$ cat src/rtl/esp32_seq_pkg.sv
// -----------------------------------------------------------------------------
// esp32_seq_pkg
// Shared definitions for the ESP32 programming-entry sequencer.
//   seq_state_t        : sequencer state encoding (S_IDLE, S_RESET, S_STRAP)
//   PAIR_RUN/RST/BOOT  : {en,io0} pairs produced by the DTR/RTS decode
//   dtr_rts_to_en_io0  : maps the raw FTDI {ndtr,nrts} pin levels to {en,io0}
// -----------------------------------------------------------------------------
package esp32_seq_pkg;

  // State encoding is kept as plain constants so older tooling can read it.
  typedef logic [1:0] seq_state_t;

  localparam seq_state_t S_IDLE  = 2'd0;
  localparam seq_state_t S_RESET = 2'd1;
  localparam seq_state_t S_STRAP = 2'd2;

  // {en,io0} pairs
  localparam logic [1:0] PAIR_RUN  = 2'b11;
  localparam logic [1:0] PAIR_RST  = 2'b01;
  localparam logic [1:0] PAIR_BOOT = 2'b10;

  // Raw pin levels {ndtr,nrts}: RTS alone asserted holds EN low, DTR alone
  // asserted pulls IO0 low; both or neither asserted means run.
  function automatic logic [1:0] dtr_rts_to_en_io0(input logic [1:0] dtr_rts);
    logic [1:0] en_io0;
    case (dtr_rts)
      2'b10:   en_io0 = PAIR_RST;
      2'b01:   en_io0 = PAIR_BOOT;
      default: en_io0 = PAIR_RUN;
    endcase
    return en_io0;
  endfunction

endpackage

$ cat src/rtl/esp32_seq_sync.sv
// -----------------------------------------------------------------------------
// esp32_seq_sync
// Synchronises the asynchronous FTDI {ndtr,nrts} pair, decodes it to {en,io0}
// and accepts the decoded pair only after it has been unchanged for
// FILTER_CYC consecutive cycles.
// Ports:
//   clk_25mhz   in   1  main clock
//   resetn      in   1  asynchronous active-low reset
//   dtr_rts     in   2  raw {ftdi_ndtr, ftdi_nrts}, asynchronous
//   stable_pair out  2  filtered {en,io0}, registered
// -----------------------------------------------------------------------------
module esp32_seq_sync
  import esp32_seq_pkg::*;
#(
  parameter int SYNC_STAGES = 2,
  parameter int FILTER_CYC  = 4
) (
  input  logic       clk_25mhz,
  input  logic       resetn,
  input  logic [1:0] dtr_rts,
  output logic [1:0] stable_pair
);

  localparam int               CNT_W   = $clog2(FILTER_CYC + 1);
  localparam logic [CNT_W-1:0] RUN_MAX = CNT_W'(FILTER_CYC);
  localparam logic [CNT_W-1:0] RUN_ONE = CNT_W'(1'b1);

  logic [SYNC_STAGES-1:0][1:0] sync_r;
  logic [1:0]                  decoded_s;
  logic [1:0]                  hold_r;
  logic [CNT_W-1:0]            run_r;
  logic [CNT_W-1:0]            run_s;
  logic [1:0]                  stable_r;

  // Shift register synchroniser, pins idle high.
  always_ff @(posedge clk_25mhz or negedge resetn) begin
    if (!resetn) begin
      sync_r <= {SYNC_STAGES{2'b11}};
    end else begin
      sync_r <= {sync_r[SYNC_STAGES-2:0], dtr_rts};
    end
  end

  // Filtering the decoded pair (not the raw pins) means 00<->11 toggling is
  // invisible, since both decode to the same run pair.
  assign decoded_s = dtr_rts_to_en_io0(sync_r[SYNC_STAGES-1]);

  // Length of the current run of identical decoded samples, including this one.
  always_comb begin
    run_s = run_r;
    if (decoded_s != hold_r) begin
      run_s = RUN_ONE;
    end else if (run_r == RUN_MAX) begin
      run_s = RUN_MAX;
    end else begin
      run_s = run_r + RUN_ONE;
    end
  end

  // Run tracking and acceptance of the decoded pair.
  always_ff @(posedge clk_25mhz or negedge resetn) begin
    if (!resetn) begin
      hold_r   <= PAIR_RUN;
      run_r    <= {CNT_W{1'b0}};
      stable_r <= PAIR_RUN;
    end else begin
      hold_r <= decoded_s;
      run_r  <= run_s;
      if (run_s == RUN_MAX) begin
        stable_r <= decoded_s;
      end else begin
        stable_r <= stable_r;
      end
    end
  end

  assign stable_pair = stable_r;

endmodule

$ cat src/rtl/esp32_prog_sequencer.sv
// -----------------------------------------------------------------------------
// esp32_prog_sequencer
// Sequences ESP32 programming entry from the FTDI DTR/RTS lines. Drives the
// ESP32 EN/GPIO0 from registers and owns a timed strap window on sd_d[0]
// (ESP32 GPIO2). Optionally raises a PROGRAMN multiboot request after a
// two-button hold.
// Build option: define ESP32_SEQ_MULTIBOOT_EN to enable the PROGRAMN
// generator; otherwise user_programn is tied high and btn_multi is ignored.
// Ports:
//   clk_25mhz     in   1  main clock, 25 MHz
//   resetn        in   1  asynchronous active-low reset
//   ftdi_ndtr     in   1  FTDI DTR, asynchronous, idle high
//   ftdi_nrts     in   1  FTDI RTS, asynchronous, idle high
//   btn_boot_n    in   1  BTN0, active-low, asynchronous
//   btn_multi     in   1  BTN1, active-high, asynchronous
//   wifi_en       out  1  ESP32 EN, registered
//   wifi_gpio0    out  1  ESP32 GPIO0, registered (BTN0 low forces it low)
//   strap_oe      out  1  1 = drive sd_d[0] with strap_val, 0 = tristate
//   strap_val     out  1  strap level for sd_d[0]
//   prog_active   out  1  1 while the sequencer is not idle
//   user_programn out  1  active-low PROGRAMN request
// -----------------------------------------------------------------------------
module esp32_prog_sequencer
  import esp32_seq_pkg::*;
#(
  parameter int SYNC_STAGES    = 2,
  parameter int FILTER_CYC     = 4,
  parameter int TIMEOUT_LOG2   = 17,
  parameter int MULTIBOOT_LOG2 = 7
) (
  input  logic clk_25mhz,
  input  logic resetn,
  input  logic ftdi_ndtr,
  input  logic ftdi_nrts,
  input  logic btn_boot_n,
  input  logic btn_multi,
  output logic wifi_en,
  output logic wifi_gpio0,
  output logic strap_oe,
  output logic strap_val,
  output logic prog_active,
  output logic user_programn
);

  localparam int WIN_W = TIMEOUT_LOG2 + 1;

  logic [1:0]             stable_s;
  logic [SYNC_STAGES-1:0] boot_sync_r;
  logic                   btn_boot_sync_s;

  logic                   wifi_en_r;
  logic                   wifi_gpio0_r;

  seq_state_t             state_r;
  seq_state_t             state_nxt_s;
  logic [WIN_W-1:0]       win_r;
  logic [WIN_W-1:0]       win_inc_s;
  logic [WIN_W-1:0]       win_nxt_s;
  logic                   strap_oe_r;
  logic                   strap_val_r;
  logic                   strap_oe_nxt_s;
  logic                   strap_val_nxt_s;
  logic                   prog_active_r;

  esp32_seq_sync #(
    .SYNC_STAGES (SYNC_STAGES),
    .FILTER_CYC  (FILTER_CYC)
  ) u_dtr_rts_sync (
    .clk_25mhz   (clk_25mhz),
    .resetn      (resetn),
    .dtr_rts     ({ftdi_ndtr, ftdi_nrts}),
    .stable_pair (stable_s)
  );

  // BTN0 synchroniser; the button is level-sensitive so no filter is needed.
  always_ff @(posedge clk_25mhz or negedge resetn) begin
    if (!resetn) begin
      boot_sync_r <= {SYNC_STAGES{1'b1}};
    end else begin
      boot_sync_r <= {boot_sync_r[SYNC_STAGES-2:0], btn_boot_n};
    end
  end

  assign btn_boot_sync_s = boot_sync_r[SYNC_STAGES-1];

  // EN/GPIO0 pin registers; BTN0 overrides GPIO0 regardless of state.
  always_ff @(posedge clk_25mhz or negedge resetn) begin
    if (!resetn) begin
      wifi_en_r    <= 1'b1;
      wifi_gpio0_r <= 1'b1;
    end else begin
      wifi_en_r    <= stable_s[1];
      wifi_gpio0_r <= stable_s[0] & btn_boot_sync_s;
    end
  end

  // The window counter only ever holds values below 2^TIMEOUT_LOG2: expiry
  // is detected on the incremented value, so the top bit never gets stored.
  assign win_inc_s = win_r + WIN_W'(1'b1);

  // Next-state, window and strap pad decisions.
  always_comb begin
    state_nxt_s = state_r;
    win_nxt_s   = {WIN_W{1'b0}};
    case (state_r)
      S_IDLE: begin
        if (stable_s == PAIR_RST) begin
          state_nxt_s = S_RESET;
        end else begin
          state_nxt_s = S_IDLE;
        end
      end
      S_RESET: begin
        if (stable_s == PAIR_BOOT) begin
          state_nxt_s = S_STRAP;
        end else if (stable_s == PAIR_RUN) begin
          state_nxt_s = S_IDLE;
        end else begin
          state_nxt_s = S_RESET;
        end
      end
      S_STRAP: begin
        // A new reset request wins over a window expiring in the same cycle.
        if (stable_s == PAIR_RST) begin
          state_nxt_s = S_RESET;
        end else if (win_inc_s[TIMEOUT_LOG2]) begin
          state_nxt_s = S_IDLE;
        end else begin
          state_nxt_s = S_STRAP;
          win_nxt_s   = win_inc_s;
        end
      end
      default: begin
        state_nxt_s = S_IDLE;
      end
    endcase

    // Strap pad follows the next state so it switches with the state register.
    if (state_nxt_s == S_STRAP) begin
      strap_oe_nxt_s  = 1'b1;
      strap_val_nxt_s = stable_s[0];
    end else begin
      strap_oe_nxt_s  = 1'b0;
      strap_val_nxt_s = 1'b1;
    end
  end

  // Sequencer state, window counter and strap/status output registers.
  always_ff @(posedge clk_25mhz or negedge resetn) begin
    if (!resetn) begin
      state_r       <= S_IDLE;
      win_r         <= {WIN_W{1'b0}};
      strap_oe_r    <= 1'b0;
      strap_val_r   <= 1'b1;
      prog_active_r <= 1'b0;
    end else begin
      state_r       <= state_nxt_s;
      win_r         <= win_nxt_s;
      strap_oe_r    <= strap_oe_nxt_s;
      strap_val_r   <= strap_val_nxt_s;
      prog_active_r <= (state_nxt_s != S_IDLE);
    end
  end

`ifdef ESP32_SEQ_MULTIBOOT_EN
  localparam int MB_W = MULTIBOOT_LOG2 + 1;

  logic [SYNC_STAGES-1:0] multi_sync_r;
  logic                   btn_multi_sync_s;
  logic                   mb_hold_s;
  logic [MB_W-1:0]        mb_cnt_r;
  logic                   programn_r;

  // BTN1 synchroniser.
  always_ff @(posedge clk_25mhz or negedge resetn) begin
    if (!resetn) begin
      multi_sync_r <= {SYNC_STAGES{1'b1}};
    end else begin
      multi_sync_r <= {multi_sync_r[SYNC_STAGES-2:0], btn_multi};
    end
  end

  assign btn_multi_sync_s = multi_sync_r[SYNC_STAGES-1];

  // Both buttons held while no programming sequence is in flight.
  assign mb_hold_s = ~btn_boot_sync_s & btn_multi_sync_s & ~prog_active_r;

  // Hold counter saturating at 2^MULTIBOOT_LOG2, and the PROGRAMN register.
  always_ff @(posedge clk_25mhz or negedge resetn) begin
    if (!resetn) begin
      mb_cnt_r   <= {MB_W{1'b0}};
      programn_r <= 1'b1;
    end else begin
      if (!mb_hold_s) begin
        mb_cnt_r <= {MB_W{1'b0}};
      end else if (mb_cnt_r[MULTIBOOT_LOG2]) begin
        mb_cnt_r <= mb_cnt_r;
      end else begin
        mb_cnt_r <= mb_cnt_r + MB_W'(1'b1);
      end
      programn_r <= ~mb_cnt_r[MULTIBOOT_LOG2];
    end
  end

  assign user_programn = programn_r;
`else
  // btn_multi and the hold length have no function in this build.
  logic [MULTIBOOT_LOG2:0] unused_mb_s;
  assign unused_mb_s   = {(MULTIBOOT_LOG2 + 1){btn_multi}};
  assign user_programn = 1'b1;
`endif

  assign wifi_en     = wifi_en_r;
  assign wifi_gpio0  = wifi_gpio0_r;
  assign strap_oe    = strap_oe_r;
  assign strap_val   = strap_val_r;
  assign prog_active = prog_active_r;

endmodule

$ cat config.mk
export PLATFORM = sky130hd
export DESIGN_NAME = esp32_prog_sequencer
export DESIGN_NICKNAME = d
export VERILOG_FILES = /design/src/rtl/esp32_seq_pkg.sv /design/src/rtl/esp32_seq_sync.sv /design/src/rtl/esp32_prog_sequencer.sv
export SDC_FILE = /design/constraint.sdc
export NUM_CORES = 1
export LEC_CHECK = 0
export ABC_CLOCK_PERIOD_IN_PS = 2700
export CAP_MARGIN = 0
export CORE_MARGIN = 2
export CORE_UTILIZATION = 61
export CTS_BUF_LIST = sky130_fd_sc_hd__clkbuf_4
export DETAILED_ROUTE_END_ITERATION = 12
export PLACE_DENSITY_LB_ADDON = 0.25
export SYNTH_ARGS = -nofsm -noshare
export SYNTH_HDL_FRONTEND = slang
export SYNTH_SLANG_ARGS = --single-unit
$ cat constraint.sdc
create_clock -name clk_25mhz -period 2.7 [get_ports clk_25mhz]
set_input_delay 0.54 -clock clk_25mhz [delete_from_list [all_inputs] [get_ports clk_25mhz]]
set_output_delay 0.54 -clock clk_25mhz [all_outputs]
set_load 0.02 [all_outputs]
==> results by group <==
Placement
  – Number of cells after detailed placement: 184
  – Port buffer count: 9
  – Placed wire-length estimate after detailed placement: around 1900 µm
  – Pre-CTS setup slack: 709 ps
  – Routability congestion estimate from global placement: slightly below 0.8

Timing
  – Finish-stage setup viols: 0
  – Final Hold Slack: about 360 ps
  – Final slew viol count: 0
  – Total Neg Setup Slack: 0 ps
  – Final period utilization: 0.767
  – Number of endpoints with negative hold slack in the final report: 0
  – Worst clock skew on the final layout: 10.5 ps
  – Slew @ Worst Pin: 643 ps
  – Final critical-path setup slack: 630 ps
  – F_max: 483 MHz
  – Relative max-transition margin: 0.571
  – Setup repair after global routing missed its margin: false
  – Period minus WS final: around 2100 ps

Routing
  – Initial DRC count: 22
  – Detailed-route via count: 1130
  – Antenna violation net count after detailed routing: 0
  – Detail-routed net length per standard cell: 15.0 µm
  – Wire length after detailed routing: 2870 µm
  – First-pass DRT Iterations: 5
  – Average vias per placed instance: 5.89
  – Final routed DRC violation total: 0

Final layout
  – Area growth syn-to-layout: 12.3%
  – Number of non-filler instances in the completed layout: 192
  – N_diodes: 0
  – Filler cell count in the final layout: 191
  – Final net count: 170
  – Share of post-route cells with drive strength above 1: 0.167

Clock tree
  – Clock tree from TritonCTS: yes
  – CTS resizes: 0
  – Clk pin slew, worst setup/hold paths: 110 ps
  – TritonCTS buffer count: 5
  – Cell at the root of the clock tree: clkbuf_4
  – Count of hold-fix buffers inserted at cts: 0
  – Clock tree buffer depth: 2
  – Sinks on the clock net: 37
  – Number of buffers inserted to repair setup after CTS: 0
  – Clock insertion delay at the later pin of the skew report: 350 ps
  – Deepest level of the CTS H-tree: 2

Synthesis
  – Total nets after synthesis: ~160
  – Share of the synthesized netlist area taken by xor and xnor gates: 0.0702
  – Share of the synthesized area in compound gates (AO/OA/AOI/OAI): 0.0772
  – Post-Synthesis Mean Instance Area: 11.1 µm²
  – Share of synthesized cell area in full adder, half adder and majority cells: 0.0231
  – Yosys warning total: 0
  – Gate Count Post-Synth: 146
  – Mux share of post-synthesis cell area: 0.0139
  – Dominant combinational cell family by area after synthesis: simple AND/OR/NAND/NOR gates
  – Share of the yosys chip area belonging to registers: 0.581
  – Synthesized cell area: 1620 µm²
  – Number of library cell types mapped by synthesis: 36
  – Basic-gate share of the synthesized area counting and, or, nand and nor cells: 0.209
  – Number of synthesized register bits: 37

Status
  – Run status: finished clean

Setup path
  – Critical path's top delay family: compound AO/OA/AOI/OAI gates
  – Data arrival at the endpoint of the critical path: between 2000 and 2500 ps
  – Critical Path Start Type: flop
  – Cell with the biggest individual delay on the critical path: o21bai_2
  – Setup CP Type: reg2reg
  – Required time of the critical path: 2880 ps
  – Delay contributed by the slowest stage of the critical path: 550 ps
  – Ordered cell list for the critical path: nand4_2 -> or3_4 -> o21bai_2 -> o21ai_0
  – Highest fanout seen on the critical path: 16
  – Element type at the critical path end: flop
  – Crit path buffers/inverters: 0

Min path
  – Worst min-delay path class: reg2reg

Global route
  – First-pass GRT wire length: approximately 5000 µm
  – Pin count of the biggest net entering global routing: 38
  – Vias in the first global route: roughly 1200
  – Antenna violations before repair: 0
  – Total global-route track usage: 0.220
  – Leftover overflow at the end of global routing: 0

Power and ir drop
  – Maximum ir drop on the vdd rail: 0.000716 V
  – Power per cell area: roughly 770 nW/µm²
  – Total Power: 1.40 mW
  – Leakage power total: 0.731 nW

Floorplan
  – DIE HEIGHT: 55.6 µm
  – Die Footprint: 3090 µm²
  – Top-Level Pins: 12
  – Starting utilization of the core area: 0.649
  – Area of the core: 2500 µm²
  – Count of standard-cell rows: 18
  – Width of the die: between 50 and 60 µm

Job
  – Max-cap check violation count: 0
## final cells by class
type	count	area (µm²)	area share
Sequential cell	37	942	0.518
Multi-Input combinational cell	101	642	0.353
Timing Repair Buffer	10	97.6	0.0536
Clock inverter	3	41.3	0.0227
Clock buffer	5	37.5	0.0206
Tap cell	30	37.5	0.0206
Inverter	6	22.5	0.0124
## cells by family after synthesis
family / after synthesis
multiplexers: 2
XOR/XNOR: 13
adder cells (fa/ha/maj): 3
other: 1
AO/OA/AOI/OAI: 19
AND/OR/NAND/NOR: 63
flip-flops: 37
buffers and inverters: 8
## final timing paths
check                                                    from                                   endpoint  slack (ps)  cells past startpoint
max                                        win_r[6]$_DFF_PN0_                         strap_oe$_DFF_PN0_         630                      4
min                        u_dtr_rts_sync.sync_r[1]$_DFF_PN1_         u_dtr_rts_sync.sync_r[3]$_DFF_PN1_         360                      0
min in group asynchronous                              resetn          u_dtr_rts_sync.run_r[1]$_DFF_PN0_         590                      2
max in group asynchronous                              resetn  u_dtr_rts_sync.stable_pair[0]$_DFFE_PN1N_        1750                      2
max reg2reg                                win_r[6]$_DFF_PN0_                         strap_oe$_DFF_PN0_         630                      4
min reg2reg                u_dtr_rts_sync.sync_r[1]$_DFF_PN1_         u_dtr_rts_sync.sync_r[3]$_DFF_PN1_         360                      0
## registers in the layout (all words and copies together) (netlist names), 2 cells and up
register,flops
boot_sync_r,2
state_r,2
u_dtr_rts_sync.hold_r,2
u_dtr_rts_sync.run_r,3
u_dtr_rts_sync.stable_pair,2
u_dtr_rts_sync.sync_r,4
win_r,17
## Yosys cell counts, drive strengths merged
cell	count	area share
and2	3	0.012
dfstp	13	0.21
o32a	1	0.0062
o21bai	1	0.0069
o31ai	1	0.0046
nor2b	3	0.012
inv	6	0.014
and4	1	0.0054
or4	3	0.014
mux2	2	0.014
o21ai	6	0.019
or3	2	0.011
a22oi	1	0.0046
nor2	17	0.039
a211o	1	0.0054
nand2b	6	0.023
nand3b	1	0.0046
a21o	1	0.0046
ha	3	0.023
xnor2	6	0.032
o211ai	2	0.0093
nand4	7	0.031
nor4	2	0.0077
dfrtp	24	0.37
or2	2	0.0077
xor2	7	0.038
nand3	4	0.012
a21oi	4	0.012
o21a	1	0.0046
nand2	9	0.021
nor3	3	0.0093
buf	2	0.0093
conb	1	0.0023
## worst reg2reg max path, stage by stage (launching register included)
cell and delay, ps:
dfrtp_1 450, nand4_2 210, or3_4 460, o21bai_2 550, o21ai_0 250
## report_power, final
group / internal, mW / switching (mW)
sequential: 0.662 / 0.0648
clock: 0.192 / 0.187
combinational: 0.137 / 0.159
## routing by layer
layer  vias to the layer above  routed length (µm)  global-route usage
li1                        534                   -                   -
met1                       557                1230               0.244
met2                        32                1420               0.354
met3                         7                 149              0.0820
met4                         0                  73               0.139
met5                         -                   0                   0
## through the flow
stage               cell area [µm²]   util
global placement               1740  0.697
detailed placement             1740  0.697
global route                   1820  0.728
finish                         1820  0.728
floorplan                      1620      -
CTS                            1820  0.728
## layout by cell type (no fill, tap or decap), types with 2 or more instances in the layout
master / instances
nor2b_1: 3
o21ai_0: 6
nor2_1: 17
clkdlybuf4s50_1: 9
mux2_2: 2
a21oi_1: 4
inv_1: 6
or4_1: 3
o211ai_1: 2
dfstp_2: 13
ha_1: 3
clkbuf_4: 5
nor4_1: 2
nand3_1: 4
and2_1: 3
nand2_1: 9
xor2_1: 7
nand4_1: 6
dfrtp_1: 24
nor3_1: 3
nand2b_1: 6
xnor2_1: 6
(Power assumes the default switching activity.)
